$ cat config.mk
export PLATFORM = sky130hd
export DESIGN_NAME = sar_caparray_ctrl_flat
export DESIGN_NICKNAME = d
export VERILOG_FILES = /design/src/rtl/sar_caparray_ctrl_if.sv /design/src/rtl/sar_caparray_ctrl.sv /design/src/flat_wrapper.sv
export SDC_FILE = /design/constraint.sdc
export NUM_CORES = 1
export LEC_CHECK = 0
export ABC_AREA = 1
export CAP_MARGIN = 20
export CORE_ASPECT_RATIO = 1.25
export CORE_MARGIN = 2
export CORE_UTILIZATION = 46
export CTS_CLUSTER_DIAMETER = 60
export DETAILED_ROUTE_END_ITERATION = 8
export HOLD_SLACK_MARGIN = 0.15
export PLACE_DENSITY = 0.78
export SLEW_MARGIN = 20
export SYNTH_ARGS = -nofsm -noshare
export SYNTH_HDL_FRONTEND = slang
export SYNTH_SLANG_ARGS = --single-unit
export TNS_END_PERCENT = 50
$ cat constraint.sdc
create_clock -name clk -period 5 [get_ports clk]
set_clock_uncertainty 0.2 [all_clocks]
set_input_delay 1.25 -clock clk [delete_from_list [all_inputs] [get_ports clk]]
set_output_delay 1.25 -clock clk [all_outputs]
set_load 0.05 [all_outputs]
$ cat src/rtl/sar_caparray_ctrl_if.sv
// Bus between the SAR sequencer and the caparray/comparator side.
// Optional differential bus: define CAPARRAY_BOTPLATE_D_EN to add cap_botplate_d.
interface sar_caparray_ctrl_if #(
    parameter int unsigned WIDTH = 16
) ();
    logic             start;
    logic             abort;
    logic             comp_in;
    logic             sample;
    logic [WIDTH-1:0] cap_botplate;
    logic             busy;
    logic             done;
    logic [WIDTH-1:0] result;
`ifdef CAPARRAY_BOTPLATE_D_EN
    logic [WIDTH-1:0] cap_botplate_d;

    modport master (
        input  start, abort, comp_in,
        output sample, cap_botplate, busy, done, result, cap_botplate_d
    );
    modport slave (
        output start, abort, comp_in,
        input  sample, cap_botplate, busy, done, result, cap_botplate_d
    );
`else
    modport master (
        input  start, abort, comp_in,
        output sample, cap_botplate, busy, done, result
    );
    modport slave (
        output start, abort, comp_in,
        input  sample, cap_botplate, busy, done, result
    );
`endif
endinterface

$ cat src/rtl/sar_caparray_ctrl.sv
// SAR sequencer driving the caparray bottom plates and resolving a WIDTH-bit code
// from the top-plate comparator. Track phase of SAMPLE_CYC cycles, then one trial per
// bit held SETTLE_CYC cycles, MSB first. Abort returns to idle without a result.
// Optional feature macro: CAPARRAY_BOTPLATE_D_EN (complementary bottom-plate bus).
module sar_caparray_ctrl #(
    parameter int unsigned WIDTH      = 16,
    parameter int unsigned SAMPLE_CYC = 2,
    parameter int unsigned SETTLE_CYC = 1
) (
    input  logic                clk,
    input  logic                rst,
    sar_caparray_ctrl_if.master bus
);

    localparam int unsigned KW      = $clog2(WIDTH);
    localparam int unsigned CNT_MAX = (SAMPLE_CYC > SETTLE_CYC) ? SAMPLE_CYC : SETTLE_CYC;
    localparam int unsigned CW      = (CNT_MAX > 1) ? $clog2(CNT_MAX) : 1;

    localparam logic [CW-1:0] SampleLast = CW'(SAMPLE_CYC - 1);
    localparam logic [CW-1:0] SettleLast = CW'(SETTLE_CYC - 1);
    localparam logic [KW-1:0] KMsb       = KW'(WIDTH - 1);

    typedef enum logic [1:0] {StIdle, StSample, StConv, StDone} state_e;

    state_e           state_q, state_d;
    logic [KW-1:0]    k_q, k_d;
    logic [CW-1:0]    cnt_q, cnt_d;
    logic [WIDTH-1:0] code_q, code_d;      // decided bits above k; final code after DONE
    logic [WIDTH-1:0] result_q, result_d;
    logic [WIDTH-1:0] k_onehot;
    logic [WIDTH-1:0] cap_drive;

    assign k_onehot = {{(WIDTH-1){1'b0}}, 1'b1} << k_q;

`ifdef CAPARRAY_BOTPLATE_D_EN
    // Marks that code_q holds a completed conversion, so idle drives its complement.
    logic cplt_q, cplt_d;
`endif

    // State and datapath registers, synchronous reset.
    always_ff @(posedge clk) begin
        if (rst) begin
            state_q  <= StIdle;
            k_q      <= '0;
            cnt_q    <= '0;
            code_q   <= '0;
            result_q <= '0;
`ifdef CAPARRAY_BOTPLATE_D_EN
            cplt_q   <= 1'b0;
`endif
        end else begin
            state_q  <= state_d;
            k_q      <= k_d;
            cnt_q    <= cnt_d;
            code_q   <= code_d;
            result_q <= result_d;
`ifdef CAPARRAY_BOTPLATE_D_EN
            cplt_q   <= cplt_d;
`endif
        end
    end

    // Next-state: phase timing, bit trials and abort handling.
    always_comb begin
        state_d  = state_q;
        k_d      = k_q;
        cnt_d    = cnt_q;
        code_d   = code_q;
        result_d = result_q;
`ifdef CAPARRAY_BOTPLATE_D_EN
        cplt_d   = cplt_q;
`endif
        unique case (state_q)
            StIdle: begin
                // Abort beats a simultaneous start.
                if (bus.start && !bus.abort) begin
                    state_d = StSample;
                    cnt_d   = '0;
                    code_d  = '0;
`ifdef CAPARRAY_BOTPLATE_D_EN
                    cplt_d  = 1'b0;
`endif
                end
            end
            StSample: begin
                if (bus.abort) begin
                    state_d = StIdle;
                    cnt_d   = '0;
                    code_d  = '0;
                end else if (cnt_q == SampleLast) begin
                    state_d = StConv;
                    cnt_d   = '0;
                    k_d     = KMsb;
                end else begin
                    cnt_d = cnt_q + CW'(1);
                end
            end
            StConv: begin
                if (bus.abort) begin
                    state_d = StIdle;
                    cnt_d   = '0;
                    code_d  = '0;
                end else if (cnt_q == SettleLast) begin
                    cnt_d = '0;
                    // comp_in=1 means the trial overshot: drop bit k.
                    if (!bus.comp_in) begin
                        code_d = code_q | k_onehot;
                    end
                    if (k_q == '0) begin
                        state_d  = StDone;
                        result_d = code_d;
`ifdef CAPARRAY_BOTPLATE_D_EN
                        cplt_d   = 1'b1;
`endif
                    end else begin
                        k_d = k_q - KW'(1);
                    end
                end else begin
                    cnt_d = cnt_q + CW'(1);
                end
            end
            StDone: begin
                state_d = StIdle;
            end
            default: begin
                state_d = StIdle;
            end
        endcase
    end

    // Bottom-plate drive decoded from phase.
    always_comb begin
        cap_drive = '0;
        unique case (state_q)
            StIdle:   cap_drive = code_q;
            StSample: cap_drive = '0;
            StConv:   cap_drive = code_q | k_onehot;
            StDone:   cap_drive = code_q;
            default:  cap_drive = '0;
        endcase
    end

    assign bus.sample       = (state_q == StSample);
    assign bus.busy         = (state_q == StSample) || (state_q == StConv);
    assign bus.done         = (state_q == StDone);
    assign bus.result       = result_q;
    assign bus.cap_botplate = cap_drive;

`ifdef CAPARRAY_BOTPLATE_D_EN
    // Complement is live only while a trial or a completed code is on the plates.
    always_comb begin
        bus.cap_botplate_d = '0;
        unique case (state_q)
            StIdle:   bus.cap_botplate_d = cplt_q ? ~cap_drive : '0;
            StSample: bus.cap_botplate_d = '0;
            StConv:   bus.cap_botplate_d = ~cap_drive;
            StDone:   bus.cap_botplate_d = ~cap_drive;
            default:  bus.cap_botplate_d = '0;
        endcase
    end
`endif

endmodule
$ cat src/flat_wrapper.sv
// flat-port wrapper written by rule: the top's interface ports become plain ports
module sar_caparray_ctrl_flat 
#(
    parameter int unsigned WIDTH      = 16,
    parameter int unsigned SAMPLE_CYC = 2,
    parameter int unsigned SETTLE_CYC = 1
)
  (clk, rst, bus_start, bus_abort, bus_comp_in, bus_sample, bus_cap_botplate, bus_busy, bus_done, bus_result);
  sar_caparray_ctrl_if #(.WIDTH(WIDTH)) bus_i ();
  input  logic clk;
  input  logic rst;
  input wire logic [$bits(bus_i.start)-1:0] bus_start;
  input wire logic [$bits(bus_i.abort)-1:0] bus_abort;
  input wire logic [$bits(bus_i.comp_in)-1:0] bus_comp_in;
  output wire logic [$bits(bus_i.sample)-1:0] bus_sample;
  output wire logic [$bits(bus_i.cap_botplate)-1:0] bus_cap_botplate;
  output wire logic [$bits(bus_i.busy)-1:0] bus_busy;
  output wire logic [$bits(bus_i.done)-1:0] bus_done;
  output wire logic [$bits(bus_i.result)-1:0] bus_result;
  assign bus_i.start = bus_start;
  assign bus_i.abort = bus_abort;
  assign bus_i.comp_in = bus_comp_in;
  assign bus_sample = bus_i.sample;
  assign bus_cap_botplate = bus_i.cap_botplate;
  assign bus_busy = bus_i.busy;
  assign bus_done = bus_i.done;
  assign bus_result = bus_i.result;
  sar_caparray_ctrl #(.WIDTH(WIDTH), .SAMPLE_CYC(SAMPLE_CYC), .SETTLE_CYC(SETTLE_CYC)) u_core (.clk(clk), .rst(rst), .bus(bus_i));
endmodule
==> results.toml, run 1 <==
[run_status]
status = "completed"

[clock_network]
numCtsBuffers = 5
clkLatencyLatePin_ns = 0.30
path_clk_slew_ns = 0.08
postCtsHoldBufs = 0
htreeDepth = 2
clockBufferDepth = 2
cts_setup_buffers = 0
cts_tree = "done"
cts.sinks = 39
ctsResizeCount = 0
cts_root_buf = "clkbuf_8"

[worst_setup_path]
cp_common_cell = "buf_4"
cp_cell_sequence = "inv_1 -> ha_1 -> buf_4 -> o21ai_1 -> buf_4 -> a21oi_1 -> clkdlybuf4s50_1"
crit_family = "buffers and inverters"
critPathSlowestCell = "clkdlybuf4s50_1"
criticalPathCategory = "reg2out"
rr_worst_depth = 8
arrival_ns = 2.52
cp_slowest_stage_delay_ns = 0.84
worst-path-buf-inv = 4
setup.worst_path.start_class = "flip-flop"
end_kind = "primary output"
crit_fanout = 18
critPathRequiredTime_ns = 3.55
path_depth = 7

[cells_and_area]
final_core_util_pct = 57.6
final_common_cell = "nand2_1"
layout-drive-gt1-share_pct = 8.23
nFillCells = 476
stdcell_area_um2 = 2930
syn_to_final_growth_pct = 20.6
final_cell_mix = "nand2_1 (99), nor2_1 (62), inv_1 (45)"
diodes = 0
layout.nets = 415

[sta]
fin_crit_sh_pct = 79.5
setup_tns_ns = 0
fmax_mhz = 252
finalHoldViolations = 0
fin_ws_ns = 1.03
tightest_slew_ns = 0.988
fin_crit_ns = 3.97
relSlewSlack_pct = 34.1
final-setup-viol-count = 0
final_max_slew_viol_count = 0
rsz0062_at_grt = "no"

[power]
powerDensity_nw_per_um2 = 529
power_leakage_nw = 1.29
ir_drop_mv = 0.310

[placement]
io_buffers = 39
dp_slack_ns = 1.38
place_area_um2 = 2790
gp_congestion = 0.881
hpwl_mm = 4.08

[routing]
wire_per_inst_um = 12.6
via_per_inst = 5.07
vias = 2346
drtIter0Drc = 145
drt_pass1_iterations = 4
antenna_left = 0
routed_wl_mm = 5.83
drcViolationCount = 0

[synth]
synth_cells = 367
synth.avg_cell_area_um2 = 6.61
yosysWarnings = 0
netlist.area_leader.share_pct = 32.2
synth_area_um2 = 2430
yosys.area.top_type = "dfxtp_1"
synthesis.nets = 382
synth.area.top_cells = "dfxtp_1 (32%), nand2_1 (15%), nor2_1 (9.6%)"
ys_seq_area_share_pct = 32.2
synth.ff_latch_count = 39
synth.distinct_cells = 30

[global_routing]
globalRoute.totalOverflow = 0
antenna_found_initial = 0
grt.total_usage_pct = 21.9
first_global_vias = 2144
grt_max_degree = 33
grt_pass1_wl_mm = 9.82

[die]
rows = 29
die_w_um = 69.0
num_io_pins = 40
core_area_um2 = 5080
design.die.area_um2 = 5880
start_util_pct = 47.8
die_y_um = 85.2

[worst_hold_path]
hold_path.class = "reg2reg"
holdPathStages = 2

[flow_run]
drv_cap = 0
## state kept, by name (all words and copies together) (netlist names)
| name | flops |
|---|---|
| u_core.bus.result | 16 |
| u_core.cnt_q | 1 |
| u_core.code_q | 16 |
| u_core.k_q | 4 |
| u_core.state_q | 2 |
## routing by layer
layer / routed length (um) / up-vias / global-route usage, %
met3: 343 / 12 / 5.31
li1: - / 1200 / -
met1: 2510 / 1062 / 27.4
met5: 0 / - / 0
met2: 2830 / 72 / 34.8
met4: 146 / 0 / 10.5
## kinds of logic after synthesis
kind of cell / after synthesis / share of synthesized area [%]
AO/OA/AOI/OAI: 41 / 9.90
AND/OR/NAND/NOR: 213 / 40.1
flip-flops: 39 / 32.2
adder cells (fa/ha/maj): 10 / 5.15
buffers and inverters: 64 / 12.7
## metrics by stage
| step | hold slack, ns | power, mW | cells |
|---|---|---|---|
| after floorplan | 0.234 | 1.05 | 367 |
| after global placement | 0.244 | 1.22 | 455 |
| after detailed placement | 0.248 | 1.24 | 455 |
| after CTS | 0.260 | 1.55 | 463 |
| after global routing | 0.286 | 1.65 | 463 |
| final | 0.257 | 1.55 | 463 |
## worst paths after layout
check / from / to / slack (ns)
max reg2reg: u_core.state_q[0] / u_core.bus.result[8] / 2.90
max: u_core.state_q[0] / bus_cap_botplate[9] / 1.03
min: u_core.code_q[10] / u_core.code_q[10] / 0.26
min reg2reg: u_core.code_q[10] / u_core.code_q[10] / 0.26
## layout make-up
type,instances,area (um2),area share (%)
Multi-Input combinational cell,264,1340,45.7
Clock inverter,2,60.1,2.05
Sequential cell,39,781,26.7
Clock buffer,6,72.6,2.48
Tap cell,62,77.6,2.65
Inverter,48,185,6.33
Timing Repair Buffer,42,413,14.1
## power breakdown
group | total [mW] | switching (mW) | leakage (nW) | internal [mW]
sequential | 0.413 | 0.0536 | 0.316 | 0.359
clock | 0.316 | 0.117 | 0.0654 | 0.200
combinational | 0.819 | 0.578 | 0.911 | 0.241
total | 1.55 | 0.749 | 1.29 | 0.799
## tightest hold or removal path, stage by stage, from the launching register on
cell and delay (ns):
dfxtp_1 0.31, nand2_1 0.06, a21oi_1 0.05
## Yosys cell counts
| library cell | number |
|---|---|
| nand2_1 | 99 |
| nor2_1 | 62 |
| inv_1 | 45 |
| dfxtp_1 | 39 |
| nand3_1 | 30 |
| a21oi_1 | 28 |
| ha_1 | 10 |
| buf_6 | 7 |
| buf_2 | 6 |
| o21bai_1 | 5 |
| nand2_4 | 4 |
| nand4_1 | 4 |
| a21oi_2 | 3 |
| nor2_2 | 3 |
| o21ai_0 | 3 |
| clkbuf_1 | 2 |
| inv_4 | 2 |
| nand2_2 | 2 |
| nand3_4 | 2 |
| clkbuf_4 | 1 |
| inv_2 | 1 |
| nand3_2 | 1 |
| nand3b_1 | 1 |
| nand4_4 | 1 |
| nor2_4 | 1 |
| nor2_8 | 1 |
| nor3_1 | 1 |
| o21ai_1 | 1 |
| o21ai_4 | 1 |
| or2_2 | 1 |
Power figures use the tool's default switching activity.
==> run 2, diff against run 1 <==
- clock period: 5 -> 4.2 ns (I/O delays scaled with it)
==> run 2 against run 1 <==
Global-route usage up 0.073 points. Core utilization down 0.44 points. Critical path depth down 2. Critical path type unchanged. Hold slack better by 0.0025 ns. Power up 18%. Via count down 0.72%. Worst setup slack worse by 0.50 ns. Critical endpoint is now bus_cap_botplate[14].
==> results.toml, run 2 (synthesized netlist as in run 1, its figures left out) <==
[global_routing]
grt_max_degree = 33
globalRoute.totalOverflow = 0
grt_pass1_wl_mm = 9.85
first_global_vias = 2227
antenna_found_initial = 0
grt.total_usage_pct = 22.0

[flow_run]
drv_cap = 0

[clock_network]
cts_root_buf = "clkbuf_8"
clockBufferDepth = 2
cts_setup_buffers = 0
path_clk_slew_ns = 0.08
ctsResizeCount = 0
clkLatencyLatePin_ns = 0.29
cts.sinks = 39
numCtsBuffers = 5
cts_tree = "done"
postCtsHoldBufs = 0
htreeDepth = 2

[cells_and_area]
final_cell_mix = "nand2_1 (99), nor2_1 (62), inv_1 (45)"
layout-drive-gt1-share_pct = 11.4
syn_to_final_growth_pct = 19.6
final_common_cell = "nand2_1"
layout.nets = 416
diodes = 0

[power]
comb_power_share_pct = 52.7
swShare_pct = 48.0
switchingPower_uw = 878
clkPwrFrac_pct = 20.5
p_int_uw = 950
power.total_mw = 1.83
powerDensity_nw_per_um2 = 629
power_leakage_nw = 1.32
seqPwrFrac_pct = 26.8
ir_drop_mv = 0.479

[worst_setup_path]
arrival_ns = 2.43
criticalPathCategory = "reg2out"
critPathRequiredTime_ns = 2.95
startpoint = "u_core.k_q[3]"
setup.worst_path.start_class = "flip-flop"
crit_fanout = 19
r2r_start = "u_core.state_q[0]"
end_kind = "primary output"

[die]
rows = 29
core_area_um2 = 5080
start_util_pct = 47.8
die_w_um = 69.0
num_io_pins = 40
design.die.area_um2 = 5880
die_y_um = 85.2

[routing]
wl_met1_mm = 2.51
dr_wl_met2_mm = 2.77
wl_met3_um = 281
via_per_inst = 5.02
drt_pass1_iterations = 4
antenna_left = 0
wire_per_inst_um = 12.3
routed_wl_mm = 5.71
vias = 2329
highest_layer = "met4"
drtIter0Drc = 144
drcViolationCount = 0

[placement]
gp_congestion = 0.899
dp_slack_ns = 0.882
hpwl_mm = 4.17
io_buffers = 39

[sta]
relSlewSlack_pct = 49.2
finalHoldViolations = 0
final-setup-viol-count = 0
fin_ws_ns = 0.523
final_max_slew_viol_count = 0
fmax_mhz = 272
tightest_slew_ns = 0.761
fin_crit_sh_pct = 87.6
rsz0062_at_grt = "no"
setup_tns_ns = 0
fin_crit_ns = 3.68

[worst_hold_path]
hold_path.class = "reg2reg"
hp-start = "u_core.code_q[10]"

[run_status]
status = "completed"
[run 2: cell types whose count changed in the layout (fill, tap and decap cells not counted)]
cell / previous run / this run
buf_4: 3 / 16
clkdlybuf4s50_1: 39 / 27
[run 2: metal layers]
layer | vias to the layer above | track usage, %
met5 | - | 0
met4 | 0 | 8.38
met3 | 11 | 4.51
met2 | 61 | 37.3
met1 | 1058 | 26.7
li1 | 1199 | -
[run 2: final timing paths]
check	to	slack [ns]	cells after the start
max	bus_cap_botplate[14]	0.52	5
min	u_core.code_q[10]	0.26	2
max reg2reg	u_core.code_q[15]	2.19	8
min reg2reg	u_core.code_q[10]	0.26	2
[run 2: power groups by stage]
stage	Combinational, mW	Sequential (mW)	Clock, mW
floorplan	0.667	0.587	0
global placement	0.951	0.495	0
detailed placement	0.964	0.497	0
CTS	0.968	0.490	0.382
global route	1.06	0.501	0.396
finish	0.963	0.490	0.374
[run 2: metrics by stage]
step | area, um2 | util [%] | hold WS (ns) | std cells
floorplan | 2430 | - | 0.234 | 367
global placement | 2770 | 54.6 | 0.245 | 456
detailed placement | 2770 | 54.6 | 0.247 | 456
CTS | 2900 | 57.2 | 0.260 | 464
global route | 2900 | 57.2 | 0.288 | 464
finish | 2900 | 57.2 | 0.259 | 464
[run 2: worst max-delay path, stage by stage (launching register included)]
cell and delay (ns):
dfxtp_1 0.82, nand3_1 0.22, nor2_1 0.14, nor2_1 0.05, nor2_1 0.09, clkdlybuf4s50_1 0.81
[run 2: final cells by class]
| cell class | count | area, um2 |
|---|---|---|
| sequential | 39 | 781 |
| inverter | 48 | 185 |
| clock inverter | 2 | 60.1 |
| tap | 62 | 77.6 |
| clock buffer | 6 | 72.6 |
| timing repair buffer | 43 | 390 |
| fill | 501 | 2180 |
| multi-input combinational | 264 | 1340 |
==> RTL change, RTL diff (flow settings as in run 2) <==
Take the reset off `result_q` and load it in a clocked block of its own.
--- a/src/rtl/sar_caparray_ctrl.sv
+++ b/src/rtl/sar_caparray_ctrl.sv
@@ -46,3 +46,2 @@
             code_q   <= '0;
-            result_q <= '0;
 `ifdef CAPARRAY_BOTPLATE_D_EN
@@ -55,3 +54,2 @@
             code_q   <= code_d;
-            result_q <= result_d;
 `ifdef CAPARRAY_BOTPLATE_D_EN
@@ -60,2 +58,6 @@
         end
+    end
+
+    always_ff @(posedge clk) begin
+        result_q <= result_d;
     end
Formal check against the unedited RTL: no difference found for any inputs over 10 cycles, from zero or initial values and one cycle with rst high; that may be too few to reach the edited logic, so the function may still have changed.
==> RTL change against run 2 <==
Synthesized area decreased by 7.2%. Routed wire length decreased by 12%. Design area decreased by 4.4%. Worst setup slack got worse by 0.23 ns. Highest routed layer unchanged. Clock power decreased by 23%. Critical endpoint is now bus_cap_botplate[5]. Final cell count decreased by 19%. Total power decreased by 12%. Critical path depth increased by 1. Fmax decreased by 5.9%. Sequential cell count unchanged. Global-route usage decreased by 2.6 points.
==> RTL change: results (changes against run 2) <==
worst_path_largest_cell_delay_ns: 0.83
routed_wl_um: 5040  # was 5710 µm
worst-slew-pin-transition_ns: 0.610  # was 0.761 ns
ir_drop_uv: 297  # was 479 µV
hold_class: "reg2reg"  # unchanged
htreeDepth: 2  # unchanged
worst_path_max_delay_cell: "clkdlybuf4s50_1"  # was dfxtp_1
io_buffers: 39  # unchanged
async_flop_share_pct: 0  # unchanged
cts_buffer_depth: 2  # unchanged
vias: 1954  # was 2329
cp_max_fo: 15  # was 19
grt_pass1_vias: 1719  # was 2227
final_nets: 331  # was 416
netSwitchingFraction_pct: 48.2  # was 48.0%
synth_edf_count: 16  # was 0
status: "complete, no violations"  # unchanged
layout-drive-gt1-share_pct: 14.2  # was 11.4%
syn_nets: 292  # was 382
yosysUniqueCellTypes: 30  # unchanged
dp_hpwl_um: 3630  # was 4170 µm
clk_pin_slew_ns: 0.08  # about the same
clk_latency_ns: 0.29  # about the same
synthTopCellsByArea: "edfxtp_1 (21%), dfxtp_1 (20%), nand2_1 (9.8%)"  # was dfxtp_1 (32%), nand2_1 (15%), nor2_1 (9.6%)
cts-root-buf: "clkbuf_8"  # unchanged
track_usage_pct: 19.4  # was 22.0%
ctsResizeCount: 0  # unchanged
crit_arrival_ns: 2.66  # was 2.43 ns
synthFlopType: "dfxtp_1"  # unchanged
n_antenna_cell: 0  # unchanged
grt_max_degree: 18  # was 33
num-fill-cells: 433  # was 501
synthTopCellsByCount: "nand2_1 (59), nor2_1 (32), inv_1 (29), nand3_1 (26), dfxtp_1 (23)"  # was nand2_1 (99), nor2_1 (62), inv_1 (45), dfxtp_1 (39), nand3_1 (30)
grt_pass1_wl_um: 8090  # was 9850 µm
drt_iter0_drc: 144  # unchanged
post_cts_buffers: 0  # unchanged
grt_antenna_before_repair: 0  # unchanged
ys_warn_count: 0  # unchanged
ys_seq_area_share_pct: 41.8  # was 32.2%
place_congestion: 0.908  # was 0.899
leakage_nw: 1.02  # was 1.32 nW
cts-buffers-inserted: 5  # unchanged
firstDrtPassIters: 4  # unchanged
==> RTL change: cell count changes after synthesis, sizes merged, moves of 2 or more <==
cell / delta
a21oi: -3
edfxtp: +16
nand3: +4
dfxtp: -16
nand2: -43
buf: -4
o21ai: +2
inv: -15
nor2: -33
nand4: +2
==> RTL change: cells by family (layout without fill, tap and decap cells) <==
group | after synthesis | after routing | synth area share (%)
AND/OR/NAND/NOR | 141 | 141 | 31.3
buffers and inverters | 45 | 85 | 9.39
AO/OA/AOI/OAI | 41 | 41 | 11.6
flip-flops | 39 | 39 | 41.8
adder cells (fa/ha/maj) | 10 | 10 | 5.56
XOR/XNOR | 1 | 1 | 0.389
==> RTL change: layer usage <==
| metal | vias up | global-route usage, % | wire, µm |
|---|---|---|---|
| li1 | 983 | - | - |
| met1 | 918 | 24.9 | 2110 |
| met2 | 44 | 32.7 | 2650 |
| met3 | 9 | 4.07 | 209 |
| met4 | 0 | 6.33 | 68 |
| met5 | - | 0 | 0 |
==> RTL change: cell type report <==
class	instances	area, µm²	share of cell area (%)
Sequential cell	39	941	33.9
Clock inverter	1	7.51	0.271
Tap cell	60	75.1	2.71
Inverter	34	130	4.69
Timing Repair Buffer	43	420	15.1
Clock buffer	7	96.3	3.47
Multi-Input combinational cell	193	1100	39.8
==> RTL change: worst paths after layout <==
kind | from | endpoint | slack (ns) | depth (start not counted)
max | u_core.state_q[0]$_SDFFE_PP0P_ | bus_cap_botplate[5] | 0.29 | 6
min | u_core.code_q[0]$_SDFFE_PP0P_ | u_core.code_q[0]$_SDFFE_PP0P_ | 0.27 | 2
max reg2reg | u_core.state_q[0]$_SDFFE_PP0P_ | u_core.k_q[3]$_SDFFE_PP0P_ | 1.74 | 9
min reg2reg | u_core.code_q[0]$_SDFFE_PP0P_ | u_core.code_q[0]$_SDFFE_PP0P_ | 0.27 | 2
==> RTL change: power groups by stage <==
stage,clock network (W),logic (W),registers (W)
detailed placement,0,0.000819,0.000500
finish,0.000287,0.000829,0.000492
global route,0.000306,0.000893,0.000500
floorplan,0,0.000599,0.000546
global placement,0,0.000803,0.000499
CTS,0.000287,0.000823,0.000491
==> RTL change: per-stage QoR <==
step	setup slack (ns)	area, µm²	util [%]	std cells	total power (W)
2_1_floorplan	0.785	2250	-	277	0.00115
3_3_place_gp	0.664	2670	56.5	369	0.00130
3_5_place_dp	0.636	2670	56.5	369	0.00132
4_1_cts	0.311	2780	58.7	377	0.00160
5_1_grt	0.125	2780	58.7	377	0.00170
6_report	0.293	2780	58.7	377	0.00161
==> RTL change: critical path: cells and delay by family, from the launching register on <==
kind / cells / cell delay [ns]
compound gates: 2 / 0.34
flops: 1 / 0.34
buf+inv: 3 / 1.12
fa+ha+maj: 1 / 0.55
